[src/rtl/peripheral_bus_arbiter.sv]
// ---------------------------------------------------------------------------
// peripheral_bus_arbiter
//
// Two-master arbiter and transaction sequencer for the 24-bit peripheral bus.
// One transaction is in flight at a time. Masters are granted round-robin on
// contention. The block waits on the slave busy signal and returns all-ones
// read data when no device claims a read. A slave that stays busy too long
// is aborted with a one-cycle busTimeout pulse.
//
// Ports
//   clk, rst                  : clock, synchronous active-high reset
//   masterN_we/oe             : write / read request from master N
//   masterN_address/...       : request fields (address, byteSelect, dataWrite)
//   masterN_dataRead          : registered read data returned to master N
//   masterN_busy              : master N must hold its request while high
//   peripheralBus_*  (out)    : slave-side request, driven from the latches
//   peripheralBus_dataRead/busy/requestOutput (in) : slave response
//   busTimeout                : one-cycle pulse in the DONE cycle of an abort
// ---------------------------------------------------------------------------
module peripheral_bus_arbiter #(
    parameter int TIMEOUT_CYCLES = 255
) (
    input  logic        clk,
    input  logic        rst,
    input  logic        master0_we,
    input  logic        master0_oe,
    input  logic [23:0] master0_address,
    input  logic [3:0]  master0_byteSelect,
    input  logic [31:0] master0_dataWrite,
    output logic [31:0] master0_dataRead,
    output logic        master0_busy,
    input  logic        master1_we,
    input  logic        master1_oe,
    input  logic [23:0] master1_address,
    input  logic [3:0]  master1_byteSelect,
    input  logic [31:0] master1_dataWrite,
    output logic [31:0] master1_dataRead,
    output logic        master1_busy,
    output logic        peripheralBus_we,
    output logic        peripheralBus_oe,
    output logic [23:0] peripheralBus_address,
    output logic [3:0]  peripheralBus_byteSelect,
    output logic [31:0] peripheralBus_dataWrite,
    input  logic [31:0] peripheralBus_dataRead,
    input  logic        peripheralBus_busy,
    input  logic        peripheralBus_requestOutput,
    output logic        busTimeout
);

    typedef enum logic [1:0] {IDLE, ACCESS, DONE} state_e;

    // Last ACCESS cycle allowed with the slave still busy.
    localparam logic [7:0] TMO_LAST = 8'(TIMEOUT_CYCLES - 1);

    state_e      state_q, state_d;
    logic        grant_q, grant_d;
    logic        last_grant_q, last_grant_d;
    logic        we_q, we_d;
    logic        oe_q, oe_d;
    logic [23:0] addr_q, addr_d;
    logic [3:0]  bsel_q, bsel_d;
    logic [31:0] wdata_q, wdata_d;
    logic [7:0]  tcount_q, tcount_d;
    logic [31:0] rd0_q, rd0_d;
    logic [31:0] rd1_q, rd1_d;
    logic        timeout_q, timeout_d;

    logic        req0, req1;
    logic [31:0] rd_val;

    assign req0 = master0_we | master0_oe;
    assign req1 = master1_we | master1_oe;

    // Undriven bus reads back as all-ones, like an open-drain bus.
    assign rd_val = peripheralBus_requestOutput ? peripheralBus_dataRead : 32'hFFFF_FFFF;

    always_comb begin
        state_d      = state_q;
        grant_d      = grant_q;
        last_grant_d = last_grant_q;
        we_d         = we_q;
        oe_d         = oe_q;
        addr_d       = addr_q;
        bsel_d       = bsel_q;
        wdata_d      = wdata_q;
        tcount_d     = tcount_q;
        rd0_d        = rd0_q;
        rd1_d        = rd1_q;
        timeout_d    = 1'b0;

        case (state_q)
            IDLE: begin
                if (req0 | req1) begin
                    // On contention favour whoever was not served last.
                    grant_d = (req0 & req1) ? ~last_grant_q : req1;
                    if (grant_d) begin
                        we_d    = master1_we;
                        oe_d    = master1_oe;
                        addr_d  = master1_address;
                        bsel_d  = master1_byteSelect;
                        wdata_d = master1_dataWrite;
                    end else begin
                        we_d    = master0_we;
                        oe_d    = master0_oe;
                        addr_d  = master0_address;
                        bsel_d  = master0_byteSelect;
                        wdata_d = master0_dataWrite;
                    end
                    tcount_d = 8'd0;
                    state_d  = ACCESS;
                end
            end
            ACCESS: begin
                if (!peripheralBus_busy) begin
                    if (oe_q) begin
                        if (grant_q) rd1_d = rd_val;
                        else         rd0_d = rd_val;
                    end
                    state_d = DONE;
                end else if (tcount_q == TMO_LAST) begin
                    // Abort: the master sees all-ones even for a write.
                    if (grant_q) rd1_d = 32'hFFFF_FFFF;
                    else         rd0_d = 32'hFFFF_FFFF;
                    timeout_d = 1'b1;
                    state_d   = DONE;
                end else begin
                    tcount_d = tcount_q + 8'd1;
                end
            end
            DONE: begin
                last_grant_d = grant_q;
                state_d      = IDLE;
            end
            default: state_d = IDLE;
        endcase
    end

    always_ff @(posedge clk) begin
        if (rst) begin
            state_q      <= IDLE;
            grant_q      <= 1'b0;
            last_grant_q <= 1'b1;
            we_q         <= 1'b0;
            oe_q         <= 1'b0;
            addr_q       <= 24'd0;
            bsel_q       <= 4'd0;
            wdata_q      <= 32'd0;
            tcount_q     <= 8'd0;
            rd0_q        <= 32'hFFFF_FFFF;
            rd1_q        <= 32'hFFFF_FFFF;
            timeout_q    <= 1'b0;
        end else begin
            state_q      <= state_d;
            grant_q      <= grant_d;
            last_grant_q <= last_grant_d;
            we_q         <= we_d;
            oe_q         <= oe_d;
            addr_q       <= addr_d;
            bsel_q       <= bsel_d;
            wdata_q      <= wdata_d;
            tcount_q     <= tcount_d;
            rd0_q        <= rd0_d;
            rd1_q        <= rd1_d;
            timeout_q    <= timeout_d;
        end
    end

    // Strobes only while the access is on the bus; fields stay latched.
    assign peripheralBus_we         = (state_q == ACCESS) & we_q;
    assign peripheralBus_oe         = (state_q == ACCESS) & oe_q;
    assign peripheralBus_address    = addr_q;
    assign peripheralBus_byteSelect = bsel_q;
    assign peripheralBus_dataWrite  = wdata_q;

    assign master0_busy     = req0 & ~((state_q == DONE) & ~grant_q);
    assign master1_busy     = req1 & ~((state_q == DONE) &  grant_q);
    assign master0_dataRead = rd0_q;
    assign master1_dataRead = rd1_q;
    assign busTimeout       = timeout_q;

endmodule

[config.mk]
export PLATFORM = sky130hd
export DESIGN_NAME = peripheral_bus_arbiter
export DESIGN_NICKNAME = d
export VERILOG_FILES = /design/src/rtl/peripheral_bus_arbiter.sv
export SDC_FILE = /design/constraint.sdc
export NUM_CORES = 1
export LEC_CHECK = 0
export CAP_MARGIN = 20
export CORE_MARGIN = 10
export CORE_UTILIZATION = 36
export DETAILED_ROUTE_END_ITERATION = 8
export GPL_TIMING_DRIVEN = 1
export PLACE_DENSITY = 0.77
export REMOVE_ABC_BUFFERS = 1
export SETUP_SLACK_MARGIN = 0.4
export SLEW_MARGIN = 20
export SYNTH_ARGS = -nofsm -noshare
export SYNTH_HDL_FRONTEND = slang
export SYNTH_SLANG_ARGS = --single-unit
[constraint.sdc]
create_clock -name clk -period 1.5 [get_ports clk]
set_clock_uncertainty 0.05 [all_clocks]
set_input_delay 0.15 -clock clk [delete_from_list [all_inputs] [get_ports clk]]
set_output_delay 0.15 -clock clk [all_outputs]
set_load 0.05 [all_outputs]
# ---- Yosys cells after proc, flatten, opt, wreduce, memory -nomap -nowiden
# Cells that the tools add are included.
dict set report classes {
  muxes 26
  shifts 0
  div_mod_pow 0
  magnitude_cmp 0
  add_sub_neg 1
  n_mul 0
  n_reduce_logical 9
  bitwise 16
  eq_ne 8
}
# op n
set op_table {}
lappend op_table {{32-bit 2-to-1 mux} 12}
lappend op_table {{24-bit 2-to-1 mux} 1}
lappend op_table {{8-bit 2-to-1 mux} 3}
lappend op_table {{8-bit one-hot mux with 2 select lines} 1}
lappend op_table {{4-bit AND reduction} 3}
lappend op_table {{8-bit by 1-bit adder with 8-bit output (second input constant)} 1}
lappend op_table {{8-bit equality test (second input constant)} 1}
lappend op_table {{1-bit bitwise AND} 7}
lappend op_table {{2-bit 2-to-1 mux} 3}
lappend op_table {{2-bit != test (second input constant)} 3}
lappend op_table {{1-bit NOT} 6}
lappend op_table {{1-bit 2-to-1 mux} 4}
lappend op_table {{4-bit 2-to-1 mux} 1}
lappend op_table {{2-bit one-hot mux with 2 select lines} 1}
lappend op_table {{2-bit AND reduction} 2}
lappend op_table {{2-bit nonzero test} 2}
lappend op_table {{3-bit != test (second input constant)} 1}
lappend op_table {{1-bit bitwise OR} 3}
lappend op_table {{3-bit OR reduction} 1}
lappend op_table {{2-bit by 1-bit equality test with 1-bit output (second input constant)} 1}
lappend op_table {{2-bit equality test (second input constant)} 1}
lappend op_table {{2-bit zero test} 1}
lappend op_table {{2-bit by 1-bit != test with 1-bit output (second input constant)} 1}
dict set report totals {
  memories 0
  ram_bits 0
  inputBits 160
  latchBits 0
  ff_bits 139
  rom_bits 0
  wordCells 72
}

# ---- Longest topological paths before layout
# Gate-level depths: netlist (run 1).
dict set report depth {
  depth_word 4
  depth_mapped 7
  ltp_nobuf 6
}

# ---- Worst setup path before layout (run 1)
# No wires, ideal clock.
dict set report synth_path {
  kind {register -> register}
  from {register state_q[0]}
  to {register tcount_q[1]}
  path_buffers 1
  stages_incl_launch_ff 5
  setup_time_ps 123
  path_slack_ps -87
  period_less_slack_ps 1587
  required_ps 1327
  arrival_ps 1413
  path_cell_list {dfxtp_1 > buf_4 > or3_4 > a22oi_4 > mux2_1}
}
dict set report synth_via {
  elab_chain_cells 3
  elab_cells_between_ends 8
  classes_between {eq/ne (4); mux (1); reduce/logical (3)}
}
# element line_no
set synth_lines {}
lappend synth_lines {{from (decl)} 55} ;# state_e state_q, state_d;
lappend synth_lines {{from (signal assigned)} 153} ;# state_q <= state_d;
lappend synth_lines {{2-bit by 1-bit equality test with 1-bit output / 2-bit zero test (equally long branches)} 91} ;# case (state_q)
lappend synth_lines {{2-bit != test (no line) / 2-bit nonzero test (equally long branches)} -}
lappend synth_lines {{4-bit AND reduction (no line)} -}
lappend synth_lines {{to (signal assigned)} 161} ;# tcount_q <= tcount_d;
lappend synth_lines {{to (decl)} 63} ;# logic [7:0] tcount_q, tcount_d;
# Parallel ways exist; a longest one is shown, timed or not.
# A chain may end at the register's enable or synchronous reset.

# ---- Worst setup path in the final report (run 1)
dict set report layout_path {
  from {register state_q[0]}
  to {register addr_q[21] (netlist: peripheralBus_address[21])}
}
dict set report layout_via {
  elab_chain_cells 2
}
# element line_no
set layout_lines {}
lappend layout_lines {{2-bit zero test} 91}
lappend layout_lines {{2-bit AND reduction (no line)} -}
lappend layout_lines {{to (signal assigned)} 158} ;# addr_q <= addr_d;
lappend layout_lines {{to (decl)} 60} ;# logic [23:0] addr_q, addr_d;
# Every way passes these cells.

==> key figures, run 1 <==
Setup path
  • R2r setup slk: -0.24 ns
  • Critical path class: reg -> reg
  • Critical Path End Type: flip-flop
  • Worst R2R End: peripheralBus_address[21]
  • Crit-path max FO: 7
  • Worst EP arrival: 1.97 ns
  • CP Data Required Time: 1.73 ns
  • Startpoint types: flip-flop
  • Reg2Reg Depth: 8
  • Worst flop-to-flop path startpoint: state_q[0]

Power
  • Pwr Density: 996.8 nW/um^2
  • Static Leak: 0.005033 uW
  • Pwr Total: 12500 uW
  • VDD IR max: 0.7997 mV

Place
  • Dpl cells: 1055
  • Gpl congestion: 0.7915
  • DP Wirelength: 15.33 mm
  • IO buf count: 288
  • Placed Area: 8562 sq um

Synth
  • Top_reg_cell synth: dfxtp_1
  • Adder-Cell Fraction of Synth Area: 0.4595%
  • Synth top cells by count: dfxtp_1, nand2_1, nor2_1, o22a_1, a311oi_1
  • Async set or reset register ratio after synthesis: 0%
  • Flops & latches, synth: 139
  • Main combinational cell family by area after synthesis: compound AO/OA/AOI/OAI gates
  • Mapped cell area: 5446 sq um
  • Area contributors post-synth: dfxtp_1, o22a_1, a311oi_1, nand2_1, nor2_1
  • Unique masters post-synth: 40
  • Post-synth top area cell: dfxtp_1
  • Avg Cell Area, Syn: 9.310 sq um
  • Top cell type's share of synthesized area: 51.09%
  • Post-synthesis instance total: 585
  • Mux contribution to synthesized area: 0.2068%
  • Count leader, synth: dfxtp_1
  • YS warnings: 0
  • Sequential share of the synthesized area: 51.09%
  • Number of synthesized flops with an enable pin: 0
  • Synth Area in Compound Gates: 24.28%
  • Xor and xnor area share after synthesis: 0%
  • Simple-gate share of the synthesized area: 18.49%

Timing
  • Max Clk Rate: 574.6 MHz
  • Setup slack after layout: -0.2402 ns
  • Relative slew slack: 71.18%
  • Hold Fails Final Rpt: 0
  • Worst Tran Pin Value: 0.4307 ns
  • Max Slew Vio Count: 0
  • Final Setup Violations: 123
  • Final period utilization: 116.0%
  • Tmin final: 1.740 ns
  • RSZ-0062 raised after global routing: true

Finish
  • Final Non-Filler Cells: 1214
  • Post-route cell area: 12540 sq um
  • Layout cell share with drive strength beyond 1: 56.99%
  • Area growth syn-to-layout: 130.3%
  • Final net count: 1180
  • # diodes: 0

Global route
  • Global-route usage over all layers: 24.54%
  • Number of global-route vias before repair: 6738
  • First-pass GRT wire length: 38.96 mm
  • Pin count of the biggest net entering global routing: 68
  • Remaining global-route overflow: 0
  • Initial antenna violation count: 0

Detailed routing
  • Via count: 7048
  • Post-DR wirelength/cell: 26.59 um
  • Final wirelength: 32.28 mm
  • Routed Antenna Nets: 0
  • DRC: 0
  • DRT iter0 DRCs: 475
  • Via density: 5.806
  • First-pass DRT Iterations: 6

Die
  • Core ar.: 14700 sq um
  • Initial Utilization: 37.05%
  • Core Rows: 44
  • Io pins: 289
  • Die height: 143 um
  • Die width: 143 um
  • DIE AREA: 20450 sq um

Clock tree
  • Clk slew on worst S/H paths: 0.07 ns
  • Skew-Pair Late Insertion Delay: 0.42 ns
  • Max Root-Sink Buffers: 2
  • Clock buffer count from CTS: 17
  • CTS tree: built
  • Clock Root Buffer: clkbuf_16
  • Number of H-tree branching levels: 4
  • Clock sink total: 139

Flow run
  • Max Cap Viol: 0

Outcome
  • Status: complete, but fails checks
  • Violated checks: negative setup slack

Hold path
  • Worst min path class: in -> reg
  • Min-Delay Path Depth: 3
  • HP Start: master0_dataWrite[8]
  • Hold EP: peripheralBus_dataWrite[8]
==> cells in the final DEF (no fill, tap or decap), types with 3 or more instances in the layout <==
| master | count |
|---|---|
| inv_1 | 5 |
| clkbuf_16 | 22 |
| buf_16 | 21 |
| a311oi_1 | 36 |
| clkdlybuf4s50_1 | 154 |
| nand2_2 | 14 |
| dfxtp_2 | 116 |
| clkinvlp_4 | 4 |
| o22a_1 | 65 |
| o211ai_1 | 6 |
| buf_8 | 127 |
| dfxtp_4 | 16 |
| o21ai_2 | 3 |
| buf_6 | 23 |
| dfxtp_1 | 7 |
| nor2_1 | 21 |
| dlygate4sd2_1 | 4 |
| nand4_1 | 4 |
| nand2_1 | 120 |
| buf_12 | 31 |
| buf_4 | 94 |
| clkinv_4 | 3 |
| nor2_2 | 29 |
| a311oi_2 | 24 |
| nor2_4 | 17 |
| nand3_1 | 5 |
| clkinv_2 | 4 |
| a21oi_1 | 4 |
==> how the worst max path moves through the flow <==
stage | startpoint | slack [ns] | end | cells past startpoint
after floorplan | state_q[0] | -1.86 | we_q | 3
after global placement | master1_oe | -0.32 | tcount_q[1] | 5
after detailed placement | master1_oe | -0.42 | tcount_q[7] | 6
after CTS | state_q[0] | -0.12 | peripheralBus_we | 5
after global routing | state_q[0] | -0.27 | peripheralBus_address[21] | 8
final | state_q[0] | -0.24 | peripheralBus_address[21] | 8
==> where the power goes <==
group	internal (uW)	switching, uW	leakage (uW)
Clock	2160	1780	0.000256
Sequential	3960	242	0.00113
Combinational	2250	2120	0.00365
Total	8370	4130	0.00503
==> flip-flops by register name, summed over array words and instances, names as in the netlist <==
signal and count:
tcount_q 8, peripheralBus_byteSelect 4, we_q 1, peripheralBus_dataWrite 32
master0_dataRead 32, master1_dataRead 32, peripheralBus_address 24, oe_q 1
last_grant_q 1, busTimeout 1, grant_q 1, state_q 2
==> routing by layer <==
layer  share of wire (%)  global-route usage [%]  vias to the layer above  wire [um]
li1                    -                       -                     3014          -
met1                  34                   24.99                     3418      10990
met2                  51                   43.83                      502      16560
met3                  10                   10.22                      114       3305
met4                 4.4                   9.392                        0       1425
met5                   0                       0                        -          0
==> final cells by class <==
type,instances,area (sq um)
clock buffer,18,439.2
multi-input combinational,392,2954
sequential,139,2988
tap,184,230.2
timing repair buffer,461,5809
fill,631,2156
clock inverter,13,96.34
inverter,7,26.28
==> worst max-delay path: stages (launching register included) <==
cell and delay [ns]:
dfxtp_2 0.33, buf_6 0.13, nor3_4 0.19, buf_6 0.14, buf_12 0.13, buf_12 0.11
buf_16 0.11, nor2_1 0.06, a311oi_1 0.35
==> per-stage QoR <==
step	hold slack (ns)	util (%)	worst slack [ns]	setup TNS, ns
final	0.2442	85.33	-0.2402	-10.14
after global routing	0.2516	85.33	-0.2750	-17.61
after CTS	0.2299	76.12	-0.1194	-5.338
after detailed placement	0.4214	58.25	-0.4151	-41.21
after global placement	0.4144	58.25	-0.3187	-33.99
after floorplan	0.1691	-	-1.859	-126.55
==> logic make-up (layout without fill, tap and decap cells) <==
logic type	Yosys count	after routing
AOI/OAI and AO/OA	155	156
adders and majority gates	2	2
buffers and inverters	55	499
DFF	139	139
muxes	1	1
and+or+nand+nor	233	233
==> timing repair <==
action	4_1_cts	5_1_grt
setup endpoints to repair	268	268
pin swaps	66	39
cloned	23	6
hold buffers	0	0
resized for setup	358	236
setup buffers	41	58
Power figures use the tool's default switching activity.
==> inputs of run 2 (changes only) <==
--- a/config.mk
+++ b/config.mk
@@ -9,6 +9,7 @@
 export CORE_MARGIN = 10
 export CORE_UTILIZATION = 36
 export DETAILED_ROUTE_END_ITERATION = 8
+export GPL_ROUTABILITY_DRIVEN = 0
 export GPL_TIMING_DRIVEN = 1
 export PLACE_DENSITY = 0.77
 export REMOVE_ABC_BUFFERS = 1
==> results of run 2 <==
Final layout, timing and power as in run 1 (identical DEF).
==> inputs of run 3 (changes only) <==
--- a/config.mk
+++ b/config.mk
@@ -11,6 +11,8 @@
 export DETAILED_ROUTE_END_ITERATION = 8
 export GPL_ROUTABILITY_DRIVEN = 0
 export GPL_TIMING_DRIVEN = 1
+export HOLD_SLACK_MARGIN = 0.15
+export MAX_ROUTING_LAYER = met4
 export PLACE_DENSITY = 0.77
 export REMOVE_ABC_BUFFERS = 1
 export SETUP_SLACK_MARGIN = 0.4
==> run 3 against run 2 <==
Effect of this change:
- the flow still finishes with violations (negative setup slack)
- critical path depth unchanged
- clock power about the same
- hold slack improved by 0.0054 ns
- cell count about the same
- cell area about the same
- combinational power about the same
- sequential share of layout area increased by 0.065 points
- count of clock-buffer cells in the layout unchanged
- sequential cell count unchanged
- maximum frequency decreased by 5.7%
- largest cell class unchanged
- highest routed layer unchanged
==> key figures, run 3 (synthesized netlist as in run 1, its figures left out) <==
Clock tree
  • CTS Hold Bufs: 0 (unchanged)
  • Clock sink total: 139 (unchanged)
  • CTS tree: built
  • Clock Root Buffer: clkbuf_16
  • Number of H-tree branching levels: 4 (unchanged)
  • Clk slew on worst S/H paths: 0.06 ns (about the same)
  • Clock buffer count from CTS: 17 (unchanged)
  • Max Root-Sink Buffers: 2 (unchanged)
  • Skew-Pair Late Insertion Delay: 0.41 ns (about the same)

Setup path
  • Startpoint types: flip-flop
  • Reg2Reg Depth: 8 (unchanged)
  • Worst EP arrival: 2.04 ns (+0.07 ns)
  • CP Data Required Time: 1.70 ns (-0.03 ns)
  • Crit-path max FO: 7 (unchanged)
  • Critical path class: reg -> reg
  • Critical Path End Type: flip-flop

Place
  • Dpl cells: 1055 (unchanged)
  • DP Wirelength: 15.33 mm (unchanged)
  • Placed Area: 8562 sq um (unchanged)
  • IO buf count: 288 (unchanged)

Detailed routing
  • DRT iter0 DRCs: 397 (-16%)
  • First-pass DRT Iterations: 5 (-1)
  • Via count: 7050 (+0.028%)
  • Routed Antenna Nets: 0 (unchanged)
  • Via density: 5.812 (+0.11%)
  • DRC: 0 (unchanged)
  • Final wirelength: 32.24 mm (-0.11%)
  • Post-DR wirelength/cell: 26.58 um (about the same)

Die
  • Core Rows: 44 (unchanged)
  • Die height: 143 um (unchanged)
  • Io pins: 289 (unchanged)
  • DIE AREA: 20450 sq um (unchanged)
  • Core ar.: 14700 sq um (unchanged)
  • Die width: 143 um (unchanged)
  • Initial Utilization: 37.05% (unchanged)

Timing
  • Final Setup Violations: 122 (-0.81%)
  • Relative slew slack: 67.15% (-4.0 points)
  • Hold Fails Final Rpt: 0 (unchanged)
  • Worst Tran Pin Value: 0.4895 ns (+0.05885 ns)
  • Max Clk Rate: 541.9 MHz (-5.7%)
  • Max Slew Vio Count: 0 (unchanged)
  • Final hold slack: 0.2496 ns (+0.005385 ns)
  • Final period utilization: 123.0% (+7.0 points)
  • RSZ-0062 raised after global routing: true
  • Setup slack after layout: -0.3453 ns (-0.1050 ns)
  • Final setup TNS: -8.897 ns (+1.239 ns)
  • Tmin final: 1.845 ns (+0.1050 ns)

Outcome
  • Violated checks: negative setup slack
  • Status: complete, but fails checks

Flow run
  • Max Cap Viol: 0 (unchanged)

Hold path
  • Min-Delay Path Depth: 3 (unchanged)
  • Worst min path class: in -> reg

Global route
  • Initial antenna violation count: 0 (unchanged)
  • Pin count of the biggest net entering global routing: 68 (unchanged)
  • Number of global-route vias before repair: 6778 (+0.59%)
  • First-pass GRT wire length: 38.83 mm (-0.34%)
  • Global-route usage over all layers: 25.26% (+0.72 points)
  • Remaining global-route overflow: 0 (unchanged)

Finish
  • Area growth syn-to-layout: 130.3% (about the same)
  • Most common cell after layout, fill and taps aside: clkdlybuf4s50_1
  • Final net count: 1179 (-0.085%)
  • Post-route cell area: 12540 sq um (about the same)
  • Most frequent cells in the layout: clkdlybuf4s50_1, buf_8, nand2_1
  • Layout cell share with drive strength beyond 1: 57.73% (+0.74 points)
  • Final Non-Filler Cells: 1213 (-0.082%)
  • # diodes: 0 (unchanged)
  • Final Core Density: 85.32% (about the same)

Power
  • Static Leak: 0.005004 uW (-0.58%)
  • VDD IR max: 0.7916 mV (-1.0%)
  • Pwr Density: 996.8 nW/um^2 (about the same)
==> run 3: cell count changes in the layout (fill, tap and decap cells not counted), sizes merged <==
cell | previous run | this run
clkbuf | 23 | 21
buf | 297 | 298
==> run 3: worst paths after layout <==
kind                             start  slack (ns)                     endpoint
setup reg to reg            state_q[0]       -0.35  peripheralBus_dataWrite[24]
setup / recovery            state_q[0]       -0.35  peripheralBus_dataWrite[24]
hold reg to reg   master1_dataRead[13]        0.45         master1_dataRead[13]
hold / removal    master1_dataWrite[6]        0.25   peripheralBus_dataWrite[6]
==> run 3: metrics by stage <==
stage	total power (uW)	worst slack, ns
final	12500	-0.3453
after detailed placement	6716	-0.4151
after CTS	11700	-0.1194
after global placement	6687	-0.3187
after global routing	12840	-0.3984
after floorplan	5459	-1.859
==> run 3: critical path, cell delays in order, from the launching register on <==
cell      delay (ns)
dfxtp_2         0.33
buf_6           0.13
nor3_4          0.19
buf_6           0.14
buf_12          0.14
buf_12          0.11
buf_16          0.12
nor2_2          0.05
a311oi_1        0.41
==> run 3: timing repair <==
| action | 4_1_cts | 5_1_grt |
|---|---|---|
| gates resized for setup | 358 | 249 |
| buffers inserted | 41 | 60 |
| cloned | 23 | 3 |
| setup endpoints to repair | 268 | 268 |
| pin swaps | 66 | 46 |
==> run 3: layer usage <==
layer	track usage, %	vias up	part of all wire (%)
met5	-	-	0
met4	9.392	0	4.8
met2	43.75	466	52
met3	9.519	126	9.8
met1	25.50	3437	34
li1	-	3021	-
==> run 3: layout make-up <==
class / instances / area, sq um
multi-input combinational: 392 / 2992
tap: 184 / 230.2
inverter: 7 / 26.28
clock inverter: 13 / 96.34
clock buffer: 18 / 439.2
timing repair buffer: 460 / 5762
fill: 645 / 2158
sequential: 139 / 2995
==> run 3: where the power goes <==
| part | total (uW) | switching, uW | internal [uW] | leakage, uW |
|---|---|---|---|---|
| combinational | 4390 | 2130 | 2260 | 0.00362 |
| sequential | 4220 | 252 | 3970 | 0.00113 |
| clock | 3900 | 1740 | 2160 | 0.000256 |
| total | 12500 | 4120 | 8380 | 0.00500 |
